--- src/rtl/datapath_unit.sv ---
// Accumulates up to eight button-entered bytes into a 16-bit sum shown on four hex seven-segment digits.
// Define SEG_ACTIVE_LOW_EN for active-low segment drive; default is active-high.
module datapath_unit (
  input  logic       clk,
  input  logic       reset,
  input  logic       enter,
  input  logic [7:0] inputdata,
  output logic [6:0] disp3,
  output logic [6:0] disp2,
  output logic [6:0] disp1,
  output logic [6:0] disp0,
  output logic       inputdata_ready,
  output logic       loaddata
);

  typedef enum logic [1:0] {
    WAIT = 2'd0,
    LOAD = 2'd1,
    FULL = 2'd2
  } state_t;

  state_t      state;
  state_t      state_nxt;
  logic        enter_q;
  logic        enter_rise;
  logic [7:0]  data_reg;
  logic [15:0] sum;
  logic [15:0] sum_nxt;
  logic [3:0]  count;
  logic [3:0]  count_nxt;

  // enter_q resets high so a button already held at reset release is not taken as an entry
  assign enter_rise = enter & ~enter_q;

  always_ff @(posedge clk) begin
    if (reset) begin
      enter_q         <= 1'b1;
      data_reg        <= 8'd0;
      inputdata_ready <= 1'b0;
    end else begin
      enter_q         <= enter;
      inputdata_ready <= enter_rise;
      if (enter_rise) begin
        data_reg <= inputdata;
      end
    end
  end

  always_ff @(posedge clk) begin
    if (reset) begin
      state    <= WAIT;
      sum      <= 16'd0;
      count    <= 4'd0;
      loaddata <= 1'b0;
    end else begin
      state    <= state_nxt;
      sum      <= sum_nxt;
      count    <= count_nxt;
      loaddata <= (state_nxt == LOAD);
    end
  end

  always_comb begin
    state_nxt = state;
    sum_nxt   = sum;
    count_nxt = count;
    case (state)
      WAIT: begin
        if (inputdata_ready) begin
          state_nxt = LOAD;
        end
      end
      LOAD: begin
        sum_nxt   = sum + {8'd0, data_reg};
        count_nxt = count + 4'd1;
        state_nxt = (count_nxt == 4'd8) ? FULL : WAIT;
      end
      FULL: begin
        // a new entry after a full set starts a fresh accumulation
        if (inputdata_ready) begin
          state_nxt = LOAD;
          sum_nxt   = 16'd0;
          count_nxt = 4'd0;
        end
      end
      default: begin
        state_nxt = WAIT;
      end
    endcase
  end

  function automatic logic [6:0] hex_seg(input logic [3:0] h);
    logic [6:0] s;
    case (h)
      4'h0: s = 7'b0111111;
      4'h1: s = 7'b0000110;
      4'h2: s = 7'b1011011;
      4'h3: s = 7'b1001111;
      4'h4: s = 7'b1100110;
      4'h5: s = 7'b1101101;
      4'h6: s = 7'b1111101;
      4'h7: s = 7'b0000111;
      4'h8: s = 7'b1111111;
      4'h9: s = 7'b1101111;
      4'hA: s = 7'b1110111;
      4'hB: s = 7'b1111100;
      4'hC: s = 7'b0111001;
      4'hD: s = 7'b1011110;
      4'hE: s = 7'b1111001;
      default: s = 7'b1110001;
    endcase
`ifdef SEG_ACTIVE_LOW_EN
    return ~s;
`else
    return s;
`endif
  endfunction

  assign disp3 = hex_seg(sum[15:12]);
  assign disp2 = hex_seg(sum[11:8]);
  assign disp1 = hex_seg(sum[7:4]);
  assign disp0 = hex_seg(sum[3:0]);

endmodule

--- config.mk ---
export PLATFORM = sky130hd
export DESIGN_NAME = datapath_unit
export DESIGN_NICKNAME = d
export VERILOG_FILES = /design/src/rtl/datapath_unit.sv
export SDC_FILE = /design/constraint.sdc
export NUM_CORES = 1
export LEC_CHECK = 0
export CORE_MARGIN = 2
export CORE_UTILIZATION = 45
export CTS_CLUSTER_SIZE = 24
export DETAILED_ROUTE_END_ITERATION = 12
export MAX_ROUTING_LAYER = met4
export PLACE_DENSITY = 0.66
export SLEW_MARGIN = 20
export SYNTH_ARGS = -nofsm -noshare
export SYNTH_HDL_FRONTEND = slang
export SYNTH_SLANG_ARGS = --single-unit
--- constraint.sdc ---
create_clock -name clk -period 6.09 [get_ports clk]
set_input_delay 0.609 -clock clk [delete_from_list [all_inputs] [get_ports clk]]
set_output_delay 0.609 -clock clk [all_outputs]
set_load 0.02 [all_outputs]
* Word level (Yosys, flattened, before mapping)
Memories as Yosys holds them, arrays and structs flattened. A register that Yosys moved wholly into a read port is not among the register bits. Cells that the tools add are included.
Storage, ports and cells: ROM bits 448, output and inout port bits 30, register bits 33, input bits 11, memories kept 4, word-level logic and storage cells 39
Cells by class: mux-type cells 15, add/sub/neg operators 2, reductions and logical operators 4, bitwise gates (word level) 2, eq/ne operators 5
Memories:
- (no name shown) | words 16, width 7, read ports 1, clocked after memory_dff 1, write ports 0, line 94 | case (h)
- (no name shown) | words 16, width 7, read ports 1, clocked after memory_dff 1, write ports 0, line 94
- (no name shown) | words 16, width 7, read ports 1, clocked after memory_dff 1, write ports 0, line 94
- (no name shown) | words 16, width 7, read ports 1, clocked after memory_dff 1, write ports 0, line 94
Operators with widths (count):
- $mux 4 | 9
- $pmux 16 s2 | 1
- $add 16x8->16 | 1
- $mux 16 | 1
- $pmux 4 s2 | 1
- $add 4x1->4 const B | 1
- $eq 2x1->1 const B | 2
- $eq 4x4->1 const B | 1
- $mux 2 | 2
- $pmux 2 s2 | 1
- $eq 2x2->1 const B | 1
- $logic_not 2->1 | 1
- $ne 2x2->1 const B | 1
- $reduce_and 2->1 | 1
- $reduce_bool 2->1 | 1
- $reduce_or 2->1 | 1
- $and 1x1->1 | 1
- $not 1->1 | 1

* Depth between registers and ports, before layout
depth after elaboration 5, depth in mapped cells 16, mapped depth without buffers 16

* Worst setup path after synthesis
Ideal clock, no wire load.
kind register to register, from register sum[2], to register disp2[3] (netlist name), buffers on the path 0, library setup time 0.124 ns, arrival time 2.912 ns, data required time 5.966 ns, setup slack 3.054 ns, period minus slack after synthesis 3.036 ns, stages on the path, launching flop included 12, cell sequence dfxtp_1 ha_1 nand3_1 a2111oi_4 nor3_2 or4_1 a31oi_1 inv_1 ha_1 or2_2 a21boi_0 nor3_1
Between the ends: word-level cells in the longest chain between the ends 4
RTL lines:
- start, declared | line 27 | logic [15:0] sum;
- start signal, assigned | line 57 | sum <= sum_nxt;
- $add 16x8->16 | line 74 | sum_nxt = sum + {8'd0, data_reg};
- $pmux 16 s2 | line 67 | case (state)
- $mux 4 (no source line) (2 in series)
Every way passes these cells. A chain may end at the register's enable or synchronous reset.

* Final worst setup path
from register sum[6], to register disp3[3] (netlist name)
Between the ends: word-level cells in the longest chain between the ends 4
RTL lines (line):
- $add 16x8->16 | 74
- $pmux 16 s2 | 67
- $mux 4 (no source line) (2 in series)
Every way passes these cells.

==> flow_summary_export.csv <==
group,metric,value,unit
yosys,synth.most_common_cell,"dfxtp_1",
placement,dp_hpwl,5420,um
power_and_ir_drop,power.leakage,1.68,nW
clock_tree,clk_latency,0.34,ns
setup_path,rrSetupSlack,2.76,ns
routing,ant_nets,0,
routing,drcViolationCount,0,
yosys,ys_warn_count,0,
yosys,avgSynthCellArea,8.68,um2
clock_tree,htreeDepth,3,
clock_tree,cts_root_buf,"clkbuf_8",
yosys,yosysSeqAreaShare,0.345,
routing,totalWireLength,7470,um
yosys,netlist_top_cells_area,"dfxtp_1 (34%), ha_1 (13%), nand2_1 (5.1%)",
yosys,syn_area,3540,um2
power_and_ir_drop,total_power,0.000763,W
floorplanning,core,7690,um2
yosys,synth_top_area_share,0.345,
power_and_ir_drop,power_density,183,nW/um2
sta,finalSetupTns,0,ns
setup_path,worstSetupStartpointType,"flip-flop",
grt,grt_antenna_before_repair,0,
min_path,hp-class,"reg -> reg",
clock_tree,cts.sinks,61,
routing,drtIter0Drc,157,
clock_tree,holdBufCountCts,0,
routing,vias,2940,
sta,hold_viol,0,
sta,final.period_utilization,0.547,
routing,viasPerCell,5.37,
setup_path,r2r-end,"disp3[3]$_DFF_P_",
power_and_ir_drop,ir_drop,143,uV
yosys,synth-edff-count,0,
clock_tree,postCtsSetupBuffers,0,
floorplanning,start_util,0.461,
setup_path,cpPeakStageDelay,0.66,ns
run,max_cap_violations,0,
clock_tree,ctsResizeCount,0,
cells_and_area,nets,493,
clock_tree,cts.clk_slew.worst_paths,0.06,ns
yosys,ys_seq_elements,61,
cells_and_area,largest_register_ffs,16,
placement,post-place-ws,2.78,ns
setup_path,critical_path.max_fanout,6,
sta,finalClockSkew,0.0102,ns
cells_and_area,n_antenna_cell,0,
cells_and_area,syn_to_final_growth,17.6,%
yosys,yosysUniqueCellTypes,66,
grt,grt_pass1_wl,13000,um
sta,slew_violations,0,
floorplanning,die_w,92.7,um
clock_tree,cts_tree,"built",
setup_path,end_kind,"flip-flop",
sta,rsz0062_at_grt,"no",
grt,track_usage,0.193,
grt,overflow,0,
yosys,async_flop_share,0,
setup_path,cp_cell_sequence,"ha_1 -> a21o_1 -> o2bb2ai_1 -> nor3_2 -> o21ai_0 -> a311oi_1 -> inv_1 -> ha_1 -> inv_1 -> mux2i_1 -> a2bb2oi_1 -> o31ai_1",
yosys,yosysTopAreaCell,"dfxtp_1",
yosys,syn_nets,458,
yosys,netlist_instances,408,
sta,setup_ws,2.76,ns
routing,drtPass1Iterations,4,
sta,period_minus_slack,3.33,ns
floorplanning,ios,41,
min_path,hp-start,"data_reg[3]$_SDFFE_PP0P_",
setup_path,cpMaxStageDelayCell,"a311oi_1",
sta,worst_pin_slew,0.809,ns
clock_tree,cts_buffers,9,
placement,finalWeightedCongestion,0.897,
setup_path,r2r-start,"sum[6]$_SDFFE_PP0P_",
setup_path,reg2reg_depth,12,
placement,port_buffers,40,
floorplanning,num_rows,32,
setup_path,path_class,"reg -> reg",
cells_and_area,final_layout_size_suffix_gt1_frac,0.0764,
sta,relSlewSlack,0.461,
routing,wl_per_cell,13.7,um
yosys,yosys-top-cells-count,"dfxtp_1 (61), nand2_1 (48), ha_1 (38), nor2_1 (38), a21oi_1 (31)",
yosys,ys.flop_type,"dfxtp_1",
setup_path,crit_required,6.30,ns
sta,fmax,300,MHz
min_path,worstHoldEndpoint,"data_reg[3]$_SDFFE_PP0P_",
grt,grt_max_degree,46,
cells_and_area,fill_cells,752,
sta,setup_viol,0,
grt,grt_pass1_vias,2900,
clock_tree,clk_path_buf_depth,2,
status,status,"finished clean",
floorplanning,die_y,92.7,um
setup_path,arrival,3.54,ns
min_path,min_path_cells,2,
floorplanning,design.die.area,8600,um2
==> where the power goes <==
| part | leakage, nW | internal, W | switching, W |
|---|---|---|---|
| Sequential | 0.493 | 0.000402 | 0.00000191 |
| Combinational | 1.10 | 0.0000128 | 0.0000182 |
| Clock | 0.0878 | 0.000181 | 0.000147 |
==> critical path: cells and delay by family, from the launching register on <==
kind            cells  cell delay [ns]
flops               1             0.34
mux                 1             0.06
buf+inv             2             0.28
simple gates        1             0.35
compound gates      6             1.46
fa+ha+maj           2             0.72
==> kinds of logic (layout without fill, tap and decap cells) <==
group,after synthesis,after routing,synth area share
AND/OR/NAND/NOR,156,156,0.225
buffers and inverters,42,79,0.0484
multiplexers,12,12,0.0389
AO/OA/AOI/OAI,91,91,0.186
flip-flops,61,61,0.345
XOR/XNOR,7,7,0.0173
adder cells (fa/ha/maj),39,39,0.140
==> metal layers <==
| layer | routed length (um) | track usage |
|---|---|---|
| met1 | 3330 | 0.214 |
| met2 | 3690 | 0.334 |
| met3 | 298 | 0.0504 |
| met4 | 156 | 0.0735 |
| met5 | 0 | - |
==> how the worst max path moves through the flow <==
stage / startpoint / to / slack (ns)
2_1_floorplan: sum[2]$_SDFFE_PP0P_ / disp2[3]$_DFF_P_ / 3.05
6_report: sum[6]$_SDFFE_PP0P_ / disp3[3]$_DFF_P_ / 2.76
5_1_grt: data_reg[4]$_SDFFE_PP0P_ / disp3[3]$_DFF_P_ / 2.44
3_5_place_dp: sum[2]$_SDFFE_PP0P_ / disp2[3]$_DFF_P_ / 2.78
4_1_cts: sum[6]$_SDFFE_PP0P_ / disp3[3]$_DFF_P_ / 2.75
3_3_place_gp: sum[6]$_SDFFE_PP0P_ / disp3[3]$_DFF_P_ / 2.82
==> through the flow <==
step	hold slack, ns	cell area (um2)	cells	util
finish	0.462	4170	547	0.542
global route	0.497	4170	547	0.542
CTS	0.467	4170	547	0.542
detailed placement	0.458	4000	534	0.520
global placement	0.449	4000	534	0.520
floorplan	0.441	3540	408	-
==> area by class of cell <==
cell class | instances | area (um2) | area share
sequential | 61 | 1220 | 0.293
timing repair buffer | 42 | 410 | 0.0985
tap | 102 | 128 | 0.0306
multi-input combinational | 305 | 2150 | 0.516
inverter | 24 | 90.1 | 0.0216
clock inverter | 3 | 40.0 | 0.00961
clock buffer | 10 | 128 | 0.0306
==> cells in the final DEF, fill, tap and decap left out, types with 8 or more instances in the layout <==
| master | synthesis | routed |
|---|---|---|
| inv_1 | 24 | 24 |
| clkbuf_8 | 0 | 9 |
| nor2_1 | 38 | 38 |
| nor3_1 | 15 | 15 |
| nand2b_1 | 8 | 8 |
| nand3_1 | 8 | 8 |
| nand2_1 | 48 | 48 |
| clkdlybuf4s50_1 | 0 | 39 |
| dfxtp_1 | 61 | 61 |
| a21oi_1 | 31 | 31 |
| ha_1 | 38 | 38 |
(Power assumes the default switching activity.)
